$ cat src/rtl/lpf_mux_sequencer.sv
// Four-pole ladder low-pass for N_CH channels. One shared signed multiplier is
// stepped through RES, SAT and L1..L4 for each channel once per sample_clk frame.
module lpf_mux_sequencer #(
    parameter int W    = 16,
    parameter int N_CH = 4,
    parameter int CLIP = 32000
) (
    input  logic              clk,
    input  logic              rst,
    input  logic              sample_clk,
    input  logic [N_CH*W-1:0] g,
    input  logic [N_CH*W-1:0] resonance,
    input  logic [N_CH*W-1:0] sample_in,
    output logic [N_CH*W-1:0] sample_out,
    output logic              out_valid,
    output logic              busy,
    output logic              overrun
);
    localparam int W2 = 2 * W;
    localparam int CW = (N_CH > 1) ? $clog2(N_CH) : 1;
    localparam logic [CW-1:0] LAST_CH = CW'(N_CH - 1);
    localparam logic signed [W2-1:0] CLIP_HI = W2'(CLIP);
    localparam logic signed [W2-1:0] CLIP_LO = -CLIP_HI;

    typedef enum logic [2:0] {
        S_IDLE, S_RES, S_SAT, S_L1, S_L2, S_L3, S_L4, S_DONE
    } state_t;

    state_t                 state, state_nxt;
    logic [CW-1:0]          ch, ch_nxt;
    int                     chi;
    logic                   sample_clk_q, trig;
    logic [N_CH*W-1:0]      g_sh, res_sh, in_sh, stage, stage_nxt;
    logic signed [W2-1:0]   rezz [N_CH];
    logic signed [W2-1:0]   pole [N_CH][4];
    logic signed [W2-1:0]   sat;
    logic signed [W-1:0]    in_w, g_w, res_w, y_w;
    logic signed [W2-1:0]   x, y, r, gg;
    logic signed [W2-1:0]   cur_rezz, clamped, sat_diff, sat_x31, sat_nxt;
    logic signed [W2-1:0]   p_in, p_cur, pole_nxt;
    logic signed [W2-1:0]   mul_a, mul_b, mul_res;
    logic signed [2*W2-1:0] prod;

    assign trig = sample_clk & ~sample_clk_q;
    assign chi  = int'(ch);

    // Current channel operands, taken from the frame shadow and the previous output.
    assign in_w  = in_sh[chi*W +: W];
    assign g_w   = g_sh[chi*W +: W];
    assign res_w = res_sh[chi*W +: W];
    assign y_w   = sample_out[chi*W +: W];
    assign x     = {{W{in_w[W-1]}}, in_w};
    assign y     = {{W{y_w[W-1]}}, y_w};
    assign r     = res_w[W-1] ? {W2{1'b0}} : {{(W-1){1'b0}}, res_w, 1'b0};
    assign gg    = g_w[W-1] ? {W2{1'b0}} : {{W{1'b0}}, g_w};

    // Pole stage operand selection: previous pole output and this pole's state.
    always_comb begin
        p_in  = sat;
        p_cur = pole[ch][0];
        case (state)
            S_L2:    begin p_in = pole[ch][0]; p_cur = pole[ch][1]; end
            S_L3:    begin p_in = pole[ch][1]; p_cur = pole[ch][2]; end
            S_L4:    begin p_in = pole[ch][2]; p_cur = pole[ch][3]; end
            default: begin p_in = sat;         p_cur = pole[ch][0]; end
        endcase
    end

    // Shared multiplier operand mux: feedback term in RES, pole update otherwise.
    always_comb begin
        mul_a = p_in - p_cur;
        mul_b = gg;
        if (state == S_RES) begin
            mul_a = y - x;
            mul_b = r;
        end else begin
            mul_a = p_in - p_cur;
            mul_b = gg;
        end
    end

    assign prod     = mul_a * mul_b;
    assign mul_res  = W2'(prod >>> W);
    assign pole_nxt = p_cur + mul_res;

    // Soft saturation: pull rezz 31/32 of the way towards its clamped value.
    assign cur_rezz = rezz[ch];
    always_comb begin
        clamped = cur_rezz;
        if (cur_rezz > CLIP_HI) begin
            clamped = CLIP_HI;
        end else if (cur_rezz < CLIP_LO) begin
            clamped = CLIP_LO;
        end else begin
            clamped = cur_rezz;
        end
    end
    assign sat_diff = clamped - cur_rezz;
    assign sat_x31  = (sat_diff <<< 3'd5) - sat_diff;
    assign sat_nxt  = cur_rezz + (sat_x31 >>> 3'd5);

    // Staging lanes, with the L4 result forwarded so the last channel lands with the rest.
    always_comb begin
        stage_nxt = stage;
        if (state == S_L4) begin
            stage_nxt[chi*W +: W] = pole_nxt[W-1:0];
        end else begin
            stage_nxt = stage;
        end
    end

    // Sequencer next-state and channel stepping.
    always_comb begin
        state_nxt = state;
        ch_nxt    = ch;
        case (state)
            S_IDLE: begin
                if (trig) begin
                    state_nxt = S_RES;
                end else begin
                    state_nxt = S_IDLE;
                end
            end
            S_RES: state_nxt = S_SAT;
            S_SAT: state_nxt = S_L1;
            S_L1:  state_nxt = S_L2;
            S_L2:  state_nxt = S_L3;
            S_L3:  state_nxt = S_L4;
            S_L4: begin
                if (ch == LAST_CH) begin
                    state_nxt = S_DONE;
                    ch_nxt    = {CW{1'b0}};
                end else begin
                    state_nxt = S_RES;
                    ch_nxt    = ch + CW'(1);
                end
            end
            S_DONE:  state_nxt = S_IDLE;
            default: begin
                state_nxt = S_IDLE;
                ch_nxt    = {CW{1'b0}};
            end
        endcase
    end

    // Control registers, trigger history, input shadow and status flags.
    always_ff @(posedge clk or posedge rst) begin
        if (rst) begin
            state        <= S_IDLE;
            ch           <= {CW{1'b0}};
            sample_clk_q <= 1'b0;
            busy         <= 1'b0;
            out_valid    <= 1'b0;
            overrun      <= 1'b0;
            g_sh         <= {(N_CH*W){1'b0}};
            res_sh       <= {(N_CH*W){1'b0}};
            in_sh        <= {(N_CH*W){1'b0}};
        end else begin
            state        <= state_nxt;
            ch           <= ch_nxt;
            sample_clk_q <= sample_clk;
            busy         <= (state_nxt != S_IDLE);
            out_valid    <= (state_nxt == S_DONE);
            if (trig && (state == S_IDLE)) begin
                g_sh   <= g;
                res_sh <= resonance;
                in_sh  <= sample_in;
            end
            if (trig && (state != S_IDLE)) begin
                overrun <= 1'b1;
            end
        end
    end

    // Filter state, staging and output registers.
    always_ff @(posedge clk or posedge rst) begin
        if (rst) begin
            for (int k = 0; k < N_CH; k++) begin
                rezz[k] <= {W2{1'b0}};
                for (int i = 0; i < 4; i++) begin
                    pole[k][i] <= {W2{1'b0}};
                end
            end
            sat        <= {W2{1'b0}};
            stage      <= {(N_CH*W){1'b0}};
            sample_out <= {(N_CH*W){1'b0}};
        end else begin
            stage <= stage_nxt;
            case (state)
                S_RES: rezz[ch]    <= x - mul_res;
                S_SAT: sat         <= sat_nxt;
                S_L1:  pole[ch][0] <= pole_nxt;
                S_L2:  pole[ch][1] <= pole_nxt;
                S_L3:  pole[ch][2] <= pole_nxt;
                S_L4: begin
                    pole[ch][3] <= pole_nxt;
                    if (ch == LAST_CH) begin
                        sample_out <= stage_nxt;
                    end
                end
                default: ;
            endcase
        end
    end
endmodule

$ cat config.mk
export PLATFORM = sky130hd
export DESIGN_NAME = lpf_mux_sequencer
export DESIGN_NICKNAME = d
export VERILOG_FILES = /design/src/rtl/lpf_mux_sequencer.sv
export SDC_FILE = /design/constraint.sdc
export NUM_CORES = 2
export LEC_CHECK = 0
export BUFFER_PORTS_ARGS = -buffer_cell sky130_fd_sc_hd__buf_2
export CORE_ASPECT_RATIO = 1.4
export CORE_MARGIN = 2
export CORE_UTILIZATION = 43
export DETAILED_ROUTE_END_ITERATION = 10
export GPL_TIMING_DRIVEN = 0
export PLACE_DENSITY = 0.64
export SYNTH_ARGS = -nofsm -noshare
export SYNTH_HDL_FRONTEND = slang
export SYNTH_SLANG_ARGS = --single-unit
$ cat constraint.sdc
create_clock -name clk -period 86.8 [get_ports clk]
set_clock_uncertainty 0.2 [all_clocks]
set_input_delay 21.7 -clock clk [delete_from_list [all_inputs] [get_ports clk]]
set_output_delay 21.7 -clock clk [all_outputs]
set_load 0.005 [all_outputs]
; Word-level counts from Yosys, hierarchy flattened
; Index checks and enable logic that the tools add are counted.
; W data, S select, Z words.
[totals]
ff_bits = 1001
inputBits = 195
out_inout_bits = 67
elab_cells = 108
[classes]
addsub = 9
mul = 1
order_cmp = 4
n_eq_ne = 9
shifts = 6
mux = 36
n_bitwise = 3
n_reduce_logical = 8
[ops]
columns = cell, n
row1 = $bwmux W512, 4
row2 = $pmux W512 S4, 1
row3 = $demux W128 S2, 4
row4 = $mux W128, 3
row5 = $bmux W128 S2, 1
row6 = $shiftx A64 B7 Y16, 4
row7 = $mux W32, 7
row8 = $pmux W32 S3, 2
row9 = $bwmux W128, 1
row10 = $mux W64, 2
row11 = $mux W96, 1
row12 = $sub A32 B32 Y32, 3
row13 = $bmux W32 S2, 1
row14 = $bwmux W64, 1
row15 = $demux W32 S2, 1
row16 = $shift A16 B33 Y64 const A, 1
row17 = $shiftx A16 B33 Y64, 1
row18 = $mul A32 B17 Y48, 1
row19 = $neg A6 Y33, 1
row20 = $add A32 B27 Y32, 1
row21 = $add A32 B32 Y32, 1
row22 = $gt A32 B16 Y1 const B, 1
row23 = $lt A32 B16 Y1 const B, 1
row24 = $mux W16, 2
row25 = 22 further kinds, 30

; Longest topological paths before layout
[depth]
word_depth = 12
mapped_depth = 66

; Worst setup path after synthesis
; No wires, ideal clock.
[synth_timing]
path_type = input to register
startpoint = input port sample_clk
endpoint = register g_sh[0]
setup_ps = 125
arrival_time_ps = 22907
t_required_ps = 86475
slack_ps = 63569
path_stages = 5
cell_sequence = nand2b_1 > nand2b_1 > clkbuf_1 > clkbuf_1 > mux2_2
[synth_between]
elab_chain_cells = 2
[synth_lines]
columns = element, line
row1 = "start, declared", 10  ; input logic sample_clk,
row2 = $and A1 B1 Y1, 44  ; assign trig = sample_clk & ~sample_clk_q;
row3 = $logic_and A1 B1 Y1, 164  ; if (trig && (state == S_IDLE)) begin
row4 = "end signal, assigned", 155  ; g_sh <= {(N_CH*W){1'b0}};
row5 = "end signal, assigned", 165  ; g_sh <= g;
row6 = "end, declared", 33  ; logic [N_CH*W-1:0] g_sh, res_sh, in_sh, stage, stage_nxt;
; No other way between the ends.
; A chain may end at the register's enable or synchronous reset.

; Worst setup path in the final report
[layout_timing]
startpoint = input port sample_clk
endpoint = register in_sh[2]
[layout_between]
elab_chain_cells = 2
[layout_lines]
columns = element, line
row1 = $and A1 B1 Y1, 44
row2 = $logic_and A1 B1 Y1, 164
row3 = "end signal, assigned", 157  ; in_sh <= {(N_CH*W){1'b0}};
row4 = "end signal, assigned", 167  ; in_sh <= sample_in;
row5 = "end, declared", 33
; No other way between the ends.

==> results.yml <==
run_status:
  status: "finished with violations"
  violations: "max-capacitance violations"
clock_tree:
  cts_tree: "yes"
  cts_root_buf: "clkbuf_16"
  clockBufferDepth: 3
  htreeDepth: 3
  hold_buffers: 0
  path_clk_slew_ps: 60
  clock_latency_ps: 770
  post_cts_resized: 0
  cts.sinks: 1001
  cts_setup_buffers: 0
  cts_buffers: 99
layout:
  syn2layout_area_growth_pct: 10.8
  drive_gt1_share_pct: 12.6
  final_cell_mix: "nand2_1, dfrtp_1, o21ai_0"
  layout.nets: 8680
  final_common_cell: "nand2_1"
  fillers: 15410
drt:
  drt-initial-drc-count: 4505
  ant_nets: 0
  drc: 0
  vias: 56918
  dr.pass1.iters: 5
  wire_per_inst_um: 26.1
  wl_um: 259000
  viasPerCell: 5.75
setup_path:
  cp-end-kind: "flip-flop"
  start_kind: "primary input"
  worstPathArrival_ps: 24680
  rr_worst_depth: 61
  cp_max_fo: 10
  worstSetupPathType: "primary input to flip-flop"
  critPathRequiredTime_ps: 87220
synthesis:
  synth_seq_cells: 1001
  yosysSeqAreaShare_pct: 35.3
  avgSynthCellArea_um2: 9.71
  syn_area_um2: 71000
  synth_fp_nets: 8305
  synth_edf_count: 0
  ys_warn_count: 0
  syn_inst: 7306
  synth_ff_type: "dfrtp_1"
  synth.distinct_cells: 91
  async_flop_share_pct: 100
global_route:
  grt_util_all_layers_pct: 30.9
  grt_max_degree: 134
  grt_pass1_vias: 58772
  grt_pass1_wl_um: 384000
  grt-ovfl-total: 0
  antenna_found_initial: 11
floorplanning:
  fp.dieH_um: 485
  initial_core_util_pct: 43.3
  die-area_um2: 168000
  io_pins: 262
  die_x_um: 347
  rows: 176
  coreArea_um2: 164000
sta:
  max_freq_ghz: 0.0412
  relSlewSlack_pct: 0.0124
  tightestPinTransition_ps: 1490
  setup_viol: 0
  setup_tns_ps: 0
  timing.final.crit_period_ps: 24260
  rsz0062_at_grt: "false"
  final_max_slew_viol_count: 0
  hold_viol: 0
  fin_crit_sh_pct: 27.9
hold_path:
  hold_depth: 2
  hp-class: "flip-flop to flip-flop"
placement:
  gp_congestion: 1.03
  port_buffers: 261
  dp_hpwl_um: 209000
run:
  maxCapViolCount: 2
-- logic make-up after synthesis --
kind of cell             share of synthesized area, %
flip-flops                                       35.3
adder cells (fa/ha/maj)                          19.4
AO/OA/AOI/OAI                                    12.6
buffers and inverters                            6.52
XOR/XNOR                                         2.68
multiplexers                                     11.1
AND/OR/NAND/NOR                                  12.5
-- Yosys cell counts (all sizes together) (13+ instances only) --
cell type,number,area share [%]
nand2,1341,7.1
dfrtp,1001,35
o21ai,867,6.1
inv,786,4.2
fa,488,14
nor2,335,1.8
clkbuf,334,1.8
ha,316,5.6
a21oi,241,1.7
mux4,223,7.1
mux2,222,3.5
xnor2,132,1.7
xor2,77,0.96
a21o,76,0.80
nor2b,76,0.67
and2,74,0.66
buf,74,0.58
nor3,69,0.49
nand3,50,0.35
a22o,39,0.48
nand2b,39,0.34
o21a,35,0.37
o21bai,34,0.36
a211oi,32,0.36
mux2i,31,0.44
and3,24,0.21
nand4,24,0.21
a21boi,21,0.22
a221o,19,0.27
or3,19,0.17
o211ai,18,0.20
a22oi,16,0.17
a31oi,16,0.14
o22ai,13,0.11
-- path summary, 6_finish.rpt --
check	from	end	slack, ps
max reg2reg	ch[0]$_DFFE_PP0N_	pole[350]$_DFFE_PP0P_	65650
min	pole[185]$_DFFE_PP0P_	pole[185]$_DFFE_PP0P_	270
max	sample_clk	in_sh[2]$_DFFE_PP0P_	62540
min reg2reg	pole[185]$_DFFE_PP0P_	pole[185]$_DFFE_PP0P_	270
min in group asynchronous	rst	pole[315]$_DFFE_PP0P_	20930
max in group asynchronous	rst	rezz[115]$_DFFE_PP0P_	63000
-- critical path: stages --
cell	delay [ps]
buf_2	100
nand2b_1	270
nand2b_1	350
clkbuf_1	930
clkbuf_1	880
mux2_2	420
-- state kept, by name, summed over array words and instances (netlist names) --
| register | flops |
|---|---|
| pole | 512 |
| rezz | 128 |
| g_sh | 64 |
| in_sh | 64 |
| res_sh | 64 |
| sample_out | 64 |
| stage | 64 |
| sat | 32 |
| state | 3 |
| ch | 2 |
| busy | 1 |
| out_valid | 1 |
| overrun | 1 |
| sample_clk_q | 1 |
-- cell type report --
| cell class | instances | area (um2) | area share (%) |
|---|---|---|---|
| diodes | 7 | 17.5 | 0.0223 |
| plain buffers | 408 | 1670 | 2.12 |
| clock buffers | 142 | 2880 | 3.66 |
| flip-flops and latches | 1001 | 25000 | 31.8 |
| repair buffers | 274 | 1560 | 1.99 |
| well taps | 2136 | 2670 | 3.40 |
| multi-input cells | 5109 | 41300 | 52.6 |
| clock inverters | 39 | 502 | 0.638 |
| inverters | 788 | 2970 | 3.77 |
-- routing by layer --
metal  up-vias  global-route usage [%]  wire (um)
met5         -                       0         15
met4         2                    20.9      20600
met3       632                    5.26      15800
met2      2068                    53.1     128000
met1     29080                    35.1      93800
li1      25136                       -          -
-- metrics by stage --
step                instances  utilization [%]  area, um2  hold slack [ps]  setup WS, ps
global placement         9703             45.7      75000              254         26630
floorplan                7306                -      71000              242         36740
CTS                      9896             47.9      78600              276         62590
detailed placement       9715             45.9      75200              261         61800
finish                   9904             47.9      78700              274         62540
global route             9902             47.9      78600              296         62600
Power is left out: the tool's default activity adds up to more than one toggle a clock period on the data nets, which glitch-free logic cannot reach.
